===== src/rtl/conunit_pkg.sv =====
// Shared constants and types for the multi-cycle MIPS control unit:
// instruction encodings, state codes, ALU and PC-source codes.
package conunit_pkg;

    localparam logic [5:0] OP_RTYPE = 6'b000000;
    localparam logic [5:0] OP_ADDI  = 6'b001000;
    localparam logic [5:0] OP_ANDI  = 6'b001100;
    localparam logic [5:0] OP_ORI   = 6'b001101;
    localparam logic [5:0] OP_XORI  = 6'b001110;
    localparam logic [5:0] OP_LW    = 6'b100011;
    localparam logic [5:0] OP_SW    = 6'b101011;
    localparam logic [5:0] OP_BEQ   = 6'b000100;
    localparam logic [5:0] OP_BNE   = 6'b000101;
    localparam logic [5:0] OP_J     = 6'b000010;

    localparam logic [5:0] FUNC_ADD = 6'b100000;
    localparam logic [5:0] FUNC_SUB = 6'b100010;
    localparam logic [5:0] FUNC_AND = 6'b100100;
    localparam logic [5:0] FUNC_OR  = 6'b100101;
    localparam logic [5:0] FUNC_XOR = 6'b100110;

    localparam logic [2:0] ALU_ADD = 3'd0;
    localparam logic [2:0] ALU_SUB = 3'd1;
    localparam logic [2:0] ALU_AND = 3'd2;
    localparam logic [2:0] ALU_OR  = 3'd3;
    localparam logic [2:0] ALU_XOR = 3'd4;

    localparam logic [1:0] PC_SEQ    = 2'b00;
    localparam logic [1:0] PC_BRANCH = 2'b10;
    localparam logic [1:0] PC_JUMP   = 2'b11;

    typedef enum logic [2:0] {
        ST_IF  = 3'd0,
        ST_ID  = 3'd1,
        ST_EXE = 3'd2,
        ST_MEM = 3'd3,
        ST_WB  = 3'd4
    } state_t;

    typedef enum logic [2:0] {
        K_ALU, K_LW, K_SW, K_BEQ, K_BNE, K_J, K_ILL
    } kind_t;

    typedef struct packed {
        kind_t kind;
        logic  aluqb;
        logic  se;
        logic  regrt;
    } dec_t;

endpackage


===== src/rtl/conunit_dec.sv =====
// Pure combinational instruction decode: classifies Op/Func and produces the
// datapath selects and ALU code for the instruction held in the IR.
import conunit_pkg::*;

module conunit_dec #(
    parameter int ALUC_W  = 2,
    parameter int EXT_OPS = 0
) (
    input  logic [5:0]        op,
    input  logic [5:0]        func,
    output dec_t              dec,
    output logic [ALUC_W-1:0] aluc
);

    localparam bit XEN = (EXT_OPS != 0) && (ALUC_W >= 3);

    always_comb begin
        dec  = '{kind: K_ILL, aluqb: 1'b0, se: 1'b0, regrt: 1'b0};
        aluc = ALUC_W'(ALU_ADD);
        case (op)
            OP_RTYPE: begin
                dec.aluqb = 1'b1;
                case (func)
                    FUNC_ADD: begin dec.kind = K_ALU; aluc = ALUC_W'(ALU_ADD); end
                    FUNC_SUB: begin dec.kind = K_ALU; aluc = ALUC_W'(ALU_SUB); end
                    FUNC_AND: begin dec.kind = K_ALU; aluc = ALUC_W'(ALU_AND); end
                    FUNC_OR:  begin dec.kind = K_ALU; aluc = ALUC_W'(ALU_OR);  end
                    FUNC_XOR: if (XEN) begin dec.kind = K_ALU; aluc = ALUC_W'(ALU_XOR); end
                    default: ;
                endcase
            end
            // Immediate forms write rt; only addi sign-extends, logic ops zero-extend.
            OP_ADDI: begin dec.kind = K_ALU; dec.se = 1'b1; dec.regrt = 1'b1; aluc = ALUC_W'(ALU_ADD); end
            OP_ANDI: begin dec.kind = K_ALU; dec.regrt = 1'b1; aluc = ALUC_W'(ALU_AND); end
            OP_ORI:  begin dec.kind = K_ALU; dec.regrt = 1'b1; aluc = ALUC_W'(ALU_OR);  end
            OP_XORI: if (XEN) begin dec.kind = K_ALU; dec.regrt = 1'b1; aluc = ALUC_W'(ALU_XOR); end
            OP_LW:   begin dec.kind = K_LW; dec.se = 1'b1; dec.regrt = 1'b1; end
            OP_SW:   begin dec.kind = K_SW; dec.se = 1'b1; end
            OP_BEQ:  begin dec.kind = K_BEQ; dec.aluqb = 1'b1; dec.se = 1'b1; aluc = ALUC_W'(ALU_SUB); end
            OP_BNE:  begin dec.kind = K_BNE; dec.aluqb = 1'b1; dec.se = 1'b1; aluc = ALUC_W'(ALU_SUB); end
            OP_J:    dec.kind = K_J;
            default: ;
        endcase
    end

endmodule


===== src/rtl/mc_conunit.sv =====
// Multi-cycle MIPS control unit: IF/ID/EXE/MEM/WB sequencer with a memory
// wait counter that aborts a stalled access and reports it on Merr.
import conunit_pkg::*;

module mc_conunit #(
    parameter int ALUC_W      = 2,
    parameter int EXT_OPS     = 0,
    parameter int MEM_TIMEOUT = 15
) (
    input  logic              Clk,
    input  logic              Clrn,
    input  logic [5:0]        Op,
    input  logic [5:0]        Func,
    input  logic              Z,
    input  logic              Mrdy,
    output logic              Mreq,
    output logic              Wmem,
    output logic              Wreg,
    output logic              Wir,
    output logic              Wpc,
    output logic              Regrt,
    output logic              Se,
    output logic              Aluqb,
    output logic              Reg2reg,
    output logic [1:0]        Pcsrc,
    output logic [ALUC_W-1:0] Aluc,
    output logic [2:0]        State,
    output logic              Ill,
    output logic              Merr
);

    state_t     state, state_d;
    logic [7:0] cnt, cnt_d;
    logic       run;
    logic       waiting;
    logic       tmo;
    dec_t       dec;

    conunit_dec #(.ALUC_W(ALUC_W), .EXT_OPS(EXT_OPS)) u_dec (
        .op   (Op),
        .func (Func),
        .dec  (dec),
        .aluc (Aluc)
    );

    // run stays low until the first edge after reset release, so every
    // output is quiet while Clrn is low and for the remainder of that cycle.
    always_ff @(posedge Clk or negedge Clrn) begin
        if (!Clrn) begin
            state <= ST_IF;
            cnt   <= '0;
            run   <= 1'b0;
        end else begin
            state <= state_d;
            cnt   <= cnt_d;
            run   <= 1'b1;
        end
    end

    assign waiting = (state == ST_IF) || (state == ST_MEM);
    // Mrdy in the timeout cycle still counts as a successful access.
    assign tmo     = run && waiting && (cnt == 8'(MEM_TIMEOUT)) && !Mrdy;

    always_comb begin
        state_d = ST_IF;
        Mreq    = 1'b0;
        Wmem    = 1'b0;
        Wreg    = 1'b0;
        Wir     = 1'b0;
        Wpc     = 1'b0;
        Ill     = 1'b0;
        Merr    = 1'b0;
        Pcsrc   = PC_SEQ;
        if (run) begin
            case (state)
                ST_IF: begin
                    Mreq = !tmo;
                    if (Mrdy) begin
                        Wir     = 1'b1;
                        Wpc     = 1'b1;
                        state_d = ST_ID;
                    end else if (tmo) begin
                        Merr = 1'b1;
                    end else begin
                        state_d = ST_IF;
                    end
                end
                ST_ID: begin
                    case (dec.kind)
                        K_J:     begin Wpc = 1'b1; Pcsrc = PC_JUMP; end
                        K_ILL:   Ill = 1'b1;
                        default: state_d = ST_EXE;
                    endcase
                end
                ST_EXE: begin
                    case (dec.kind)
                        K_BEQ:      begin Wpc = Z;  Pcsrc = PC_BRANCH; end
                        K_BNE:      begin Wpc = !Z; Pcsrc = PC_BRANCH; end
                        K_LW, K_SW: state_d = ST_MEM;
                        K_ALU:      state_d = ST_WB;
                        default: ;
                    endcase
                end
                ST_MEM: begin
                    Mreq = !tmo;
                    Wmem = (dec.kind == K_SW) && !tmo;
                    if (Mrdy) begin
                        state_d = (dec.kind == K_LW) ? ST_WB : ST_IF;
                    end else if (tmo) begin
                        Merr = 1'b1;
                    end else begin
                        state_d = ST_MEM;
                    end
                end
                ST_WB:   Wreg = 1'b1;
                default: ;
            endcase
        end
        // Any entry into IF or MEM (including a timeout re-entry) restarts the count.
        if (!run || !waiting || tmo || (state_d != state)) begin
            cnt_d = '0;
        end else begin
            cnt_d = cnt + 8'd1;
        end
    end

    assign Regrt   = dec.regrt;
    assign Se      = dec.se;
    assign Aluqb   = dec.aluqb;
    assign Reg2reg = (dec.kind != K_LW);
    assign State   = state;

endmodule


===== config.mk =====
export PLATFORM = sky130hd
export DESIGN_NAME = mc_conunit
export DESIGN_NICKNAME = d
export VERILOG_FILES = /design/src/rtl/conunit_pkg.sv /design/src/rtl/conunit_dec.sv /design/src/rtl/mc_conunit.sv
export SDC_FILE = /design/constraint.sdc
export NUM_CORES = 1
export LEC_CHECK = 0
export CAP_MARGIN = 0
export CORE_MARGIN = 2
export CORE_UTILIZATION = 45
export CTS_CLUSTER_SIZE = 14
export DETAILED_ROUTE_END_ITERATION = 10
export PLACE_DENSITY = 0.8
export SYNTH_ARGS = -nofsm -noshare
export SYNTH_HDL_FRONTEND = slang
export SYNTH_SLANG_ARGS = --single-unit
export TNS_END_PERCENT = 1

===== constraint.sdc =====
create_clock -name Clk -period 2.2 [get_ports Clk]
set_input_delay 0.44 -clock Clk [delete_from_list [all_inputs] [get_ports Clk]]
set_output_delay 0.44 -clock Clk [all_outputs]
set_load 0.02 [all_outputs]

==> results_dict.tcl <==
set metrics [dict create \
    finalCriticalPeriod_ns 2.26 \
    drv_slew 0 \
    die_h_um 50.7 \
    drt_wl_total_mm 3.54 \
    synth_cell_types 44 \
    power_w 0.000537 \
    layout-drive-gt1-share_pct 39.4 \
    grt.total_usage_pct 27.4 \
    overflow 0 \
    outcome "finished, violations left" \
    clock-sinks 12 \
    p_int_w 0.000373 \
    max_freq_ghz 0.443 \
    yosys_warnings 0 \
    final-setup-viol-count 2 \
    via_count 1199 \
    grt_pass1_wl_mm 5.30 \
    critPathKind "in -> out" \
    core.rowCount 16 \
    wl_met2_mm 1.94 \
    ys_ff_latch 12 \
    crit_fanout 3 \
    crit_arrival_ns 1.82 \
    relSlewSlack_pct 63.9 \
    async_reset_ff_share_pct 100 \
    cts_max_path_buffers 2 \
    max-vdd-ir-drop_mv 0.325 \
    cp-end-kind "primary output" \
    cts-root-buf "clkbuf_4" \
    cts-buffers-inserted 3 \
    yosysTopAreaCellShare_pct 30.6 \
    hold_path_class "in -> async" \
    p_per_area_mw_per_mm2 318 \
    pwr-share-seq_pct 42.3 \
    syn_inst 118 \
    start_util_pct 49.1 \
    syn_area_per_cell_um2 8.32 \
    drtIter0Drc 36 \
    met1_length_mm 1.34 \
    area_growth_pct 72.0 \
    highest_layer "met4" \
    die_area_mm2 0.00257 \
    viasPerCell 5.58 \
    p_sw_share_pct 30.6 \
    worst_pin_slew_ns 0.540 \
    dp_hpwl_mm 2.38 \
    p_switching_w 0.000164 \
    finClkSkew_ns 0.00623 \
    drc 0 \
    seq_area_frac_synth_pct 30.6 \
    cp-start-kind "input port" \
    synth_largest_area_cell "dfrtp_1" \
    setup_tns_ns -0.0913 \
    p_leak_nw 0.786 \
    fin_nets 207 \
    synth_edf_count 0 \
    placement.io_buffers 33 \
    antenna_found_initial 0 \
    rsz0062_at_grt "yes" \
    yosys-top-cells-area "dfrtp_1 31%, nor2_1 7.6%, xnor2_1 3.6%" \
    cp_data_required_time_ns 1.76 \
    grt_pass1_vias 1168 \
    synthesis.nets 135 \
    clock_power_share_pct 25.1 \
    drv_cap 0 \
    wl_per_cell_um 16.5 \
    dp_slack_ns -0.705 \
    ys.flop_type "dfrtp_1" \
    cts_tree "built" \
    clk_pin_slew_ns 0.08 \
    io_pins 34 \
    firstDrtPassIters 4 \
    clk_latency_ns 0.27 \
    fp.dieW_um 50.7 \
    finalCritPeriodShare_pct 103 \
    nFillCells 113 \
    htreeDepth 1 \
    antenna_cells 0 \
    grt_max_degree 13 \
    p_comb_share_pct 32.6 \
    drtAntennaViolNets 0 \
    violations "setup timing" \
    fin_ws_ns -0.0555 \
    postCtsHoldBufs 0 \
    netlist_area_um2 982 \
    fp.coreArea_mm2 0.00200 \
    hold_violations 0 \
    globalplace.congestion 0.888 \
    wl_met3_um 243 \
]
-- final timing paths --
kind | from | to | slack, ns | cells after the start
worst max-delay path | Op[4] | Pcsrc[1] | -0.06 | 7
worst min-delay path | Clrn | State[2] | 0.51 | 1
worst max register to register | cnt[0] | cnt[1] | 0.48 | 6
worst min register to register | cnt[0] | cnt[0] | 0.54 | 2
max in group asynchronous | Clrn | State[1] | 1.32 | 1
min in group Clk | cnt[0] | cnt[0] | 0.54 | 2
-- synth_stat cells (2+ instances only) --
master	number
nand2_1	8
and3_1	3
nor2b_1	4
o22ai_1	2
nand3_1	5
nand2b_1	4
xor2_1	3
dfrtp_1	12
nor3_1	5
nor2_1	20
inv_1	6
buf_2	4
a21oi_1	6
a31oi_1	2
nor4_1	2
xnor2_1	4
-- metrics by stage --
stage	instance area [um2]	utilization, %	std cells	hold slack (ns)
6_report	1690	84.4	215	0.515
4_1_cts	1610	80.6	212	0.526
5_1_grt	1690	84.4	215	0.561
2_1_floorplan	982	-	118	0.144
3_3_place_gp	1570	78.3	206	0.511
3_5_place_dp	1570	78.3	206	0.529
-- area by class of cell --
type / instances / area (um2) / area share (%)
multi-input combinational: 96 / 732 / 43.3
tap: 27 / 33.8 / 2.00
inverter: 6 / 22.5 / 1.33
clock buffer: 3 / 22.5 / 1.33
sequential: 12 / 300 / 17.8
timing repair buffer: 71 / 578 / 34.2
-- power groups by stage --
stage | clock [W] | combinational (W) | sequential [W]
2_1_floorplan | 0 | 0.0000606 | 0.000233
3_3_place_gp | 0 | 0.000154 | 0.000231
3_5_place_dp | 0 | 0.000159 | 0.000231
4_1_cts | 0.000141 | 0.000162 | 0.000227
5_1_grt | 0.000149 | 0.000187 | 0.000227
6_report | 0.000135 | 0.000175 | 0.000227
-- per-layer routing --
| layer | global-route usage, % | vias to the layer above |
|---|---|---|
| li1 | - | 565 |
| met1 | 32.0 | 580 |
| met2 | 51.3 | 52 |
| met3 | 5.65 | 2 |
| met4 | 5.41 | 0 |
| met5 | 0 | - |
-- worst max-delay path, stage by stage --
cell,delay (ns)
dlygate4sd2_1,0.26
or4b_4,0.51
nor2_4,0.13
buf_4,0.12
nand2_1,0.08
a21oi_2,0.13
buf_4,0.15
-- repair_timing --
item	4_1_cts	5_1_grt
resized for setup	58	27
pin swaps	5	10
setup buffers	3	3
endpoints found under the setup margin	15	12
-- cells in the final DEF (no fill, tap or decap), drive strengths merged, types with 2 or more instances in the layout --
cell type / count
clkdlybuf4s15: 3
nor3: 5
and3: 3
o22ai: 2
a21oi: 6
nor2: 21
nor2b: 4
xor2: 3
a2111oi: 2
inv: 6
nand2: 8
nand3: 5
dfrtp: 12
clkdlybuf4s50: 8
dlymetal6s2s: 4
buf: 47
a31oi: 2
clkbuf: 5
xnor2: 4
dlygate4sd2: 7
nor4: 3
nand2b: 4
-- registers in the layout, summed over array words and instances, names as in the netlist --
| signal | cells |
|---|---|
| State | 3 |
| cnt | 8 |
| run | 1 |
-- kinds of logic (layout without fill, tap and decap cells) --
logic type / after synthesis / after routing / share of synthesized area, %
fa+ha+maj: 1 / 1 / 1.27
mux: 2 / 2 / 2.17
buf+inv: 10 / 80 / 4.33
simple gates: 63 / 63 / 35.4
other cells: 1 / 1 / 0.382
xor+xnor: 7 / 7 / 6.24
compound gates: 22 / 22 / 19.6
flops: 12 / 12 / 30.6
Power figures use the tool's default switching activity.
